===== src/rtl/adc_frame_uart.sv =====
// adc_frame_uart: captures DEPTH decimated 12-bit ADC samples into a local RAM,
// then streams them out as 8N1 UART bytes:
//   A5, 5A, then {4'h0, s[11:8]}, s[7:0] for each sample.
// Optional build macro ADC_FRAME_CHECKSUM_EN appends one XOR byte
// computed over all payload bytes.
// txd/busy/done are registered from the current state, so they lag the
// internal state by one clock.
module adc_frame_uart #(
    parameter int CLK_HZ = 50_000_000,
    parameter int BAUD   = 115200,
    parameter int DEPTH  = 256,
    parameter int DECIM  = 1
) (
    input  logic        clk,
    input  logic        rst,
    input  logic [11:0] date_in,
    input  logic        start,
    output logic        txd,
    output logic        busy,
    output logic        done
);

    localparam int BAUD_DIV = CLK_HZ / BAUD;
    localparam int BW       = (BAUD_DIV > 1) ? $clog2(BAUD_DIV) : 1;
    localparam int AW       = (DEPTH > 1) ? $clog2(DEPTH) : 1;

`ifdef ADC_FRAME_CHECKSUM_EN
    typedef enum logic [2:0] {
        S_IDLE, S_CAPTURE, S_HDR0, S_HDR1, S_SHI, S_SLO, S_SUM, S_FIN
    } state_t;
`else
    typedef enum logic [2:0] {
        S_IDLE, S_CAPTURE, S_HDR0, S_HDR1, S_SHI, S_SLO, S_FIN
    } state_t;
`endif

    state_t          state_q, state_d;
    logic [15:0]     dec_q, dec_d;
    logic [AW-1:0]   idx_q, idx_d;
    logic [BW-1:0]   baud_cnt_q, baud_cnt_d;
    logic [3:0]      bit_cnt_q, bit_cnt_d;
    logic            txd_q, txd_d;
    logic            busy_q, busy_d;
    logic            done_q, done_d;
    logic [11:0]     ram [DEPTH];
    logic [11:0]     rd_data_q;
    logic [7:0]      cur_byte;
    logic [2:0]      bit_sel;
    logic            tx_active;
    logic            byte_end;
    logic            sample_en;

    assign sample_en = (state_q == S_CAPTURE) && (dec_q == 16'd0);
    assign tx_active = (state_q != S_IDLE) && (state_q != S_CAPTURE) && (state_q != S_FIN);
    assign byte_end  = tx_active && (baud_cnt_q == BW'(BAUD_DIV - 1)) && (bit_cnt_q == 4'd9);
    assign bit_sel   = 3'(bit_cnt_q - 4'd1);

`ifdef ADC_FRAME_CHECKSUM_EN
    logic [7:0] sum_q, sum_d;

    // Running XOR of payload bytes, accumulated as each sample byte completes.
    always_comb begin
        sum_d = sum_q;
        if (state_q == S_IDLE)
            sum_d = 8'h00;
        else if (byte_end && ((state_q == S_SHI) || (state_q == S_SLO)))
            sum_d = sum_q ^ cur_byte;
    end

    // Checksum register; cleared in IDLE before every frame.
    always_ff @(posedge clk) begin
        sum_q <= sum_d;
    end
`endif

    // Byte currently on the wire, selected by state.
    always_comb begin
        cur_byte = 8'hFF;
        case (state_q)
            S_HDR0: cur_byte = 8'hA5;
            S_HDR1: cur_byte = 8'h5A;
            S_SHI:  cur_byte = {4'h0, rd_data_q[11:8]};
            S_SLO:  cur_byte = rd_data_q[7:0];
`ifdef ADC_FRAME_CHECKSUM_EN
            S_SUM:  cur_byte = sum_q;
`endif
            default: cur_byte = 8'hFF;
        endcase
    end

    // State register and control counters.
    always_ff @(posedge clk or posedge rst) begin
        if (rst) begin
            state_q    <= S_IDLE;
            dec_q      <= 16'd0;
            idx_q      <= '0;
            baud_cnt_q <= '0;
            bit_cnt_q  <= 4'd0;
        end else begin
            state_q    <= state_d;
            dec_q      <= dec_d;
            idx_q      <= idx_d;
            baud_cnt_q <= baud_cnt_d;
            bit_cnt_q  <= bit_cnt_d;
        end
    end

    // Next-state logic; each transmit state lasts exactly one byte.
    always_comb begin
        state_d = state_q;
        case (state_q)
            S_IDLE:    if (start) state_d = S_CAPTURE;
            S_CAPTURE: if (sample_en && (idx_q == AW'(DEPTH - 1))) state_d = S_HDR0;
            S_HDR0:    if (byte_end) state_d = S_HDR1;
            S_HDR1:    if (byte_end) state_d = S_SHI;
            S_SHI:     if (byte_end) state_d = S_SLO;
            S_SLO: begin
                if (byte_end) begin
                    if (idx_q != AW'(DEPTH - 1))
                        state_d = S_SHI;
                    else
`ifdef ADC_FRAME_CHECKSUM_EN
                        state_d = S_SUM;
`else
                        state_d = S_FIN;
`endif
                end
            end
`ifdef ADC_FRAME_CHECKSUM_EN
            S_SUM:     if (byte_end) state_d = S_FIN;
`endif
            S_FIN:     state_d = S_IDLE;
            default:   state_d = S_IDLE;
        endcase
    end

    // Decimation, sample index (shared by capture and transmit) and baud/bit counters.
    always_comb begin
        dec_d      = dec_q;
        idx_d      = idx_q;
        baud_cnt_d = '0;
        bit_cnt_d  = 4'd0;
        if (state_q == S_IDLE) begin
            dec_d = 16'd0;
            idx_d = '0;
        end else if (state_q == S_CAPTURE) begin
            dec_d = (dec_q == 16'(DECIM - 1)) ? 16'd0 : dec_q + 16'd1;
            if (sample_en) idx_d = idx_q + AW'(1);
        end else if ((state_q == S_SLO) && byte_end) begin
            idx_d = idx_q + AW'(1);
        end
        if (tx_active) begin
            if (baud_cnt_q == BW'(BAUD_DIV - 1)) begin
                baud_cnt_d = '0;
                bit_cnt_d  = (bit_cnt_q == 4'd9) ? 4'd0 : bit_cnt_q + 4'd1;
            end else begin
                baud_cnt_d = baud_cnt_q + BW'(1);
                bit_cnt_d  = bit_cnt_q;
            end
        end
    end

    // Output decode: start/data/stop bit framing plus status flags.
    always_comb begin
        busy_d = (state_q != S_IDLE) && (state_q != S_FIN);
        done_d = (state_q == S_FIN);
        txd_d  = 1'b1;
        if (tx_active) begin
            case (bit_cnt_q)
                4'd0:    txd_d = 1'b0;
                4'd9:    txd_d = 1'b1;
                default: txd_d = cur_byte[bit_sel];
            endcase
        end
    end

    // Registered outputs; reset forces the line idle immediately.
    always_ff @(posedge clk or posedge rst) begin
        if (rst) begin
            txd_q  <= 1'b1;
            busy_q <= 1'b0;
            done_q <= 1'b0;
        end else begin
            txd_q  <= txd_d;
            busy_q <= busy_d;
            done_q <= done_d;
        end
    end

    // Sample RAM; read address is the next index so data is ready when a sample's bytes start.
    always_ff @(posedge clk) begin
        if (sample_en) ram[idx_q] <= date_in;
        rd_data_q <= ram[idx_d];
    end

    assign txd  = txd_q;
    assign busy = busy_q;
    assign done = done_q;

endmodule


===== config.mk =====
export PLATFORM = sky130hd
export DESIGN_NAME = adc_frame_uart
export DESIGN_NICKNAME = d
export VERILOG_FILES = /design/src/rtl/adc_frame_uart.sv
export SDC_FILE = /design/constraint.sdc
export NUM_CORES = 2
export LEC_CHECK = 0
export CORE_AREA = 5 5 465 467
export DETAILED_ROUTE_END_ITERATION = 12
export DIE_AREA = 0 0 470 472
export PLACE_DENSITY = 0.75
export SETUP_SLACK_MARGIN = 0.05
export SLEW_MARGIN = 20
export SYNTH_ARGS = -nofsm -noshare
export SYNTH_HDL_FRONTEND = slang
export SYNTH_SLANG_ARGS = --single-unit

===== constraint.sdc =====
create_clock -name clk -period 3.75 [get_ports clk]
set_input_delay 0.75 -clock clk [delete_from_list [all_inputs] [get_ports clk]]
set_output_delay 0.75 -clock clk [all_outputs]
set_load 0.03 [all_outputs]

==> results.yml <==
run_status:
  status: "complete, but fails checks"
  violations: "negative setup slack"
timing:
  tightest_slew_ns: 1.268
  finalCriticalPeriod_ns: 3.952
  setup_slack_ns: -0.2018
  hold_ws_ns: 0.2035
  hold_viol: 0
  grt_setup_unrepaired: "true"
  max_freq_mhz: 253.1
  fin_worst_skew_ns: 0.08564
  slew_violations: 0
  maxSlewHeadroom: 0.1520
  post-route-period-util: 1.054
  setup_violations: 12
synth:
  ys_seq_area_frac: 0.7433
  synthesis.area_sq_um: 125900
  yosysTopAreaCell: "edfxtp_1"
  synth.net_count: 8366
  ys.flop_type: "edfxtp_1"
  synthCells: 8340
  postSynthAreaPerCell_sq_um: 15.09
  ys_seq_elements: 3127
  synth-edff-count: 3072
  ys_types: 90
  synth_top_area_frac: 0.7329
  synthTopCellsByArea: "edfxtp_1 (73%), mux2i_1 (6.7%), nand2_1 (3.4%)"
  synthArstFlopShare: 0.01375
  ys_warn_count: 0
setup_path:
  worstSetupPathType: "reg -> reg"
  required_ns: 4.56
  startpoint_type: "flip-flop"
  worstPathArrival_ns: 4.76
  crit_path_end_kind: "flip-flop"
  timing.critical_path.from: "bit_cnt_q[1]"
  reg2reg_from: "bit_cnt_q[1]"
  cp_max_fo: 56
die:
  start_util: 0.5959
  die_h_um: 472
  fp-row-count: 169
  dieArea_sq_um: 221800
  dieWidth_um: 470
  io_pins: 18
  core_area_sq_um: 211200
layout:
  area_growth_syn_to_layout_pct: 19.29
  mostFrequentLayoutCell: "edfxtp_1"
  final_core_util: 0.7108
  final_layout_size_suffix_gt1_frac: 0.2049
  final_area_sq_um: 150200
  fin_nets: 9305
  final_cell_mix: "edfxtp_1 (3,072), nand2_1 (1,136), buf_4 (960)"
global_routing:
  grt_usage: 0.3239
  grt_pass1_vias: 79651
  grt_max_degree: 110
  antenna_found_initial: 13
  grt_pass1_wl_mm: 532.9
  overflow: 0
hold_path:
  hold_start: "date_in[2]"
  holdCritPathClass: "in -> reg"
clock_tree:
  h-tree-depth: 5
  cts_buffers: 319
  postCtsHoldBufs: 0
  clk_path_buf_depth: 4
  cts_tree: "built"
  clock_sinks: 3127
  clock_latency_ns: 0.96
  clkTransAtPathRegs_ns: 0.06
  cts-root-buf: "clkbuf_16"
drt:
  drtIter0Drc: 12396
  viasPerCell: 6.657
  totalWireLength_mm: 369.1
  detail-route-antenna-nets: 0
  dr.pass1.iters: 8
  num_vias: 82113
  wl_per_cell_um: 29.92
  drc: 0
placed_design:
  numPortBuffers: 17
  dp_hpwl_mm: 222.4
  gp_congestion: 0.9682
  dpl_cell_area_sq_um: 137400
  post-place-ws_ns: -0.6737
power_and_ir_drop:
  vdd_ir_drop_max_mv: 0.5451
  power_density_nw_per_um2: 461.1
  leakage_uw: 0.04982
flow_run:
  drv_cap: 0
## report_power, final
part / internal [uW] / switching (uW)
Combinational: 96.8 / 677
Sequential: 38400 / 1.59
Clock: 17200 / 12900
Total: 55700 / 13600
## synthesized netlist by cell type (26+ instances only)
| cell | number |
|---|---|
| and4_1 | 48 |
| o22ai_1 | 75 |
| a31oi_1 | 74 |
| buf_2 | 223 |
| nor2_1 | 318 |
| nor3_1 | 40 |
| a22o_1 | 56 |
| o21ai_0 | 69 |
| mux2_2 | 55 |
| inv_1 | 26 |
| mux2i_1 | 841 |
| a211oi_1 | 294 |
| nor4_1 | 72 |
| clkbuf_1 | 280 |
| nand4_1 | 69 |
| nand2_1 | 1141 |
| dfrtp_1 | 42 |
| buf_1 | 41 |
| a21oi_1 | 361 |
| o31a_1 | 119 |
| nand3_1 | 442 |
| a22oi_1 | 127 |
| edfxtp_1 | 3072 |
| buf_4 | 39 |
| a311oi_1 | 79 |
## cell type report
cell class              count  area, sq um
clock inverters           169         1378
inverters                  32        161.4
well taps                2821         3530
flip-flops and latches   3127        93570
diodes                     10        25.02
repair buffers           1208        12050
multi-input cells        4589        31130
clock buffers             376         8260
fillers                 12770        61090
repair inverters            2        46.29
## cell families after synthesis
group,Yosys count,synth area share
flip-flops,3127,0.7433
adder cells (fa/ha/maj),11,0.001093
XOR/XNOR,18,0.001252
AO/OA/AOI/OAI,1446,0.08095
buffers and inverters,625,0.02264
multiplexers,902,0.07273
AND/OR/NAND/NOR,2211,0.07798
## metrics by stage
| stage | TNS, ns | cells | total power (uW) |
|---|---|---|---|
| floorplan | 0 | 8340 | 39130 |
| global placement | -6.084 | 11699 | 39820 |
| detailed placement | -5.810 | 11700 | 39860 |
| CTS | -0.9425 | 12317 | 69320 |
| global route | -3.241 | 12325 | 70930 |
| finish | -1.801 | 12334 | 69230 |
## worst max-delay path, stage by stage (launching register included)
cell	delay (ns)
dfrtp_1	0.39
inv_2	0.08
ha_4	0.13
nand3b_1	0.15
nor4_4	0.33
buf_4	0.18
buf_12	0.10
a211oi_4	0.05
buf_12	0.19
o31a_1	0.35
a211oi_2	0.23
a311oi_1	0.08
buf_4	0.16
a311oi_2	0.30
a211oi_2	0.09
buf_4	0.17
a2111oi_4	0.32
buf_4	0.20
buf_4	0.11
nand4_1	0.08
## sequential cells by signal, summed over array words and instances, names as in the netlist, 3 cells and up
name / cells
bit_cnt_q: 4
idx_q: 8
ram: 3072
dec_q: 16
state_q: 3
baud_cnt_q: 9
rd_data_q: 12
## what timing repair did
action | CTS | global route
setup buffers | 53 | 6
setup endpoints to repair | 12 | 12
gates cloned | 19 | 1
resized for setup | 265 | 100
pin swaps | 75 | 48
## worst paths after layout
kind                                      end  slack (ns)  cells past startpoint
worst max register to register   rd_data_q[1]       -0.20                     19
min in group asynchronous                done        0.26                      2
worst min-delay path              ram[121][2]        0.20                      1
worst min register to register      dec_q[15]        0.55                      1
max in group asynchronous       baud_cnt_q[4]        2.70                      3
worst max-delay path             rd_data_q[1]       -0.20                     19
## routing by layer
layer	track usage	vias up	part of all wire
li1	-	34389	-
met1	0.4432	40784	0.36
met2	0.4946	5880	0.46
met3	0.08011	1056	0.13
met4	0.1554	4	0.057
met5	0	-	0.000065
Note: power is estimated with default switching activity, not from simulation.
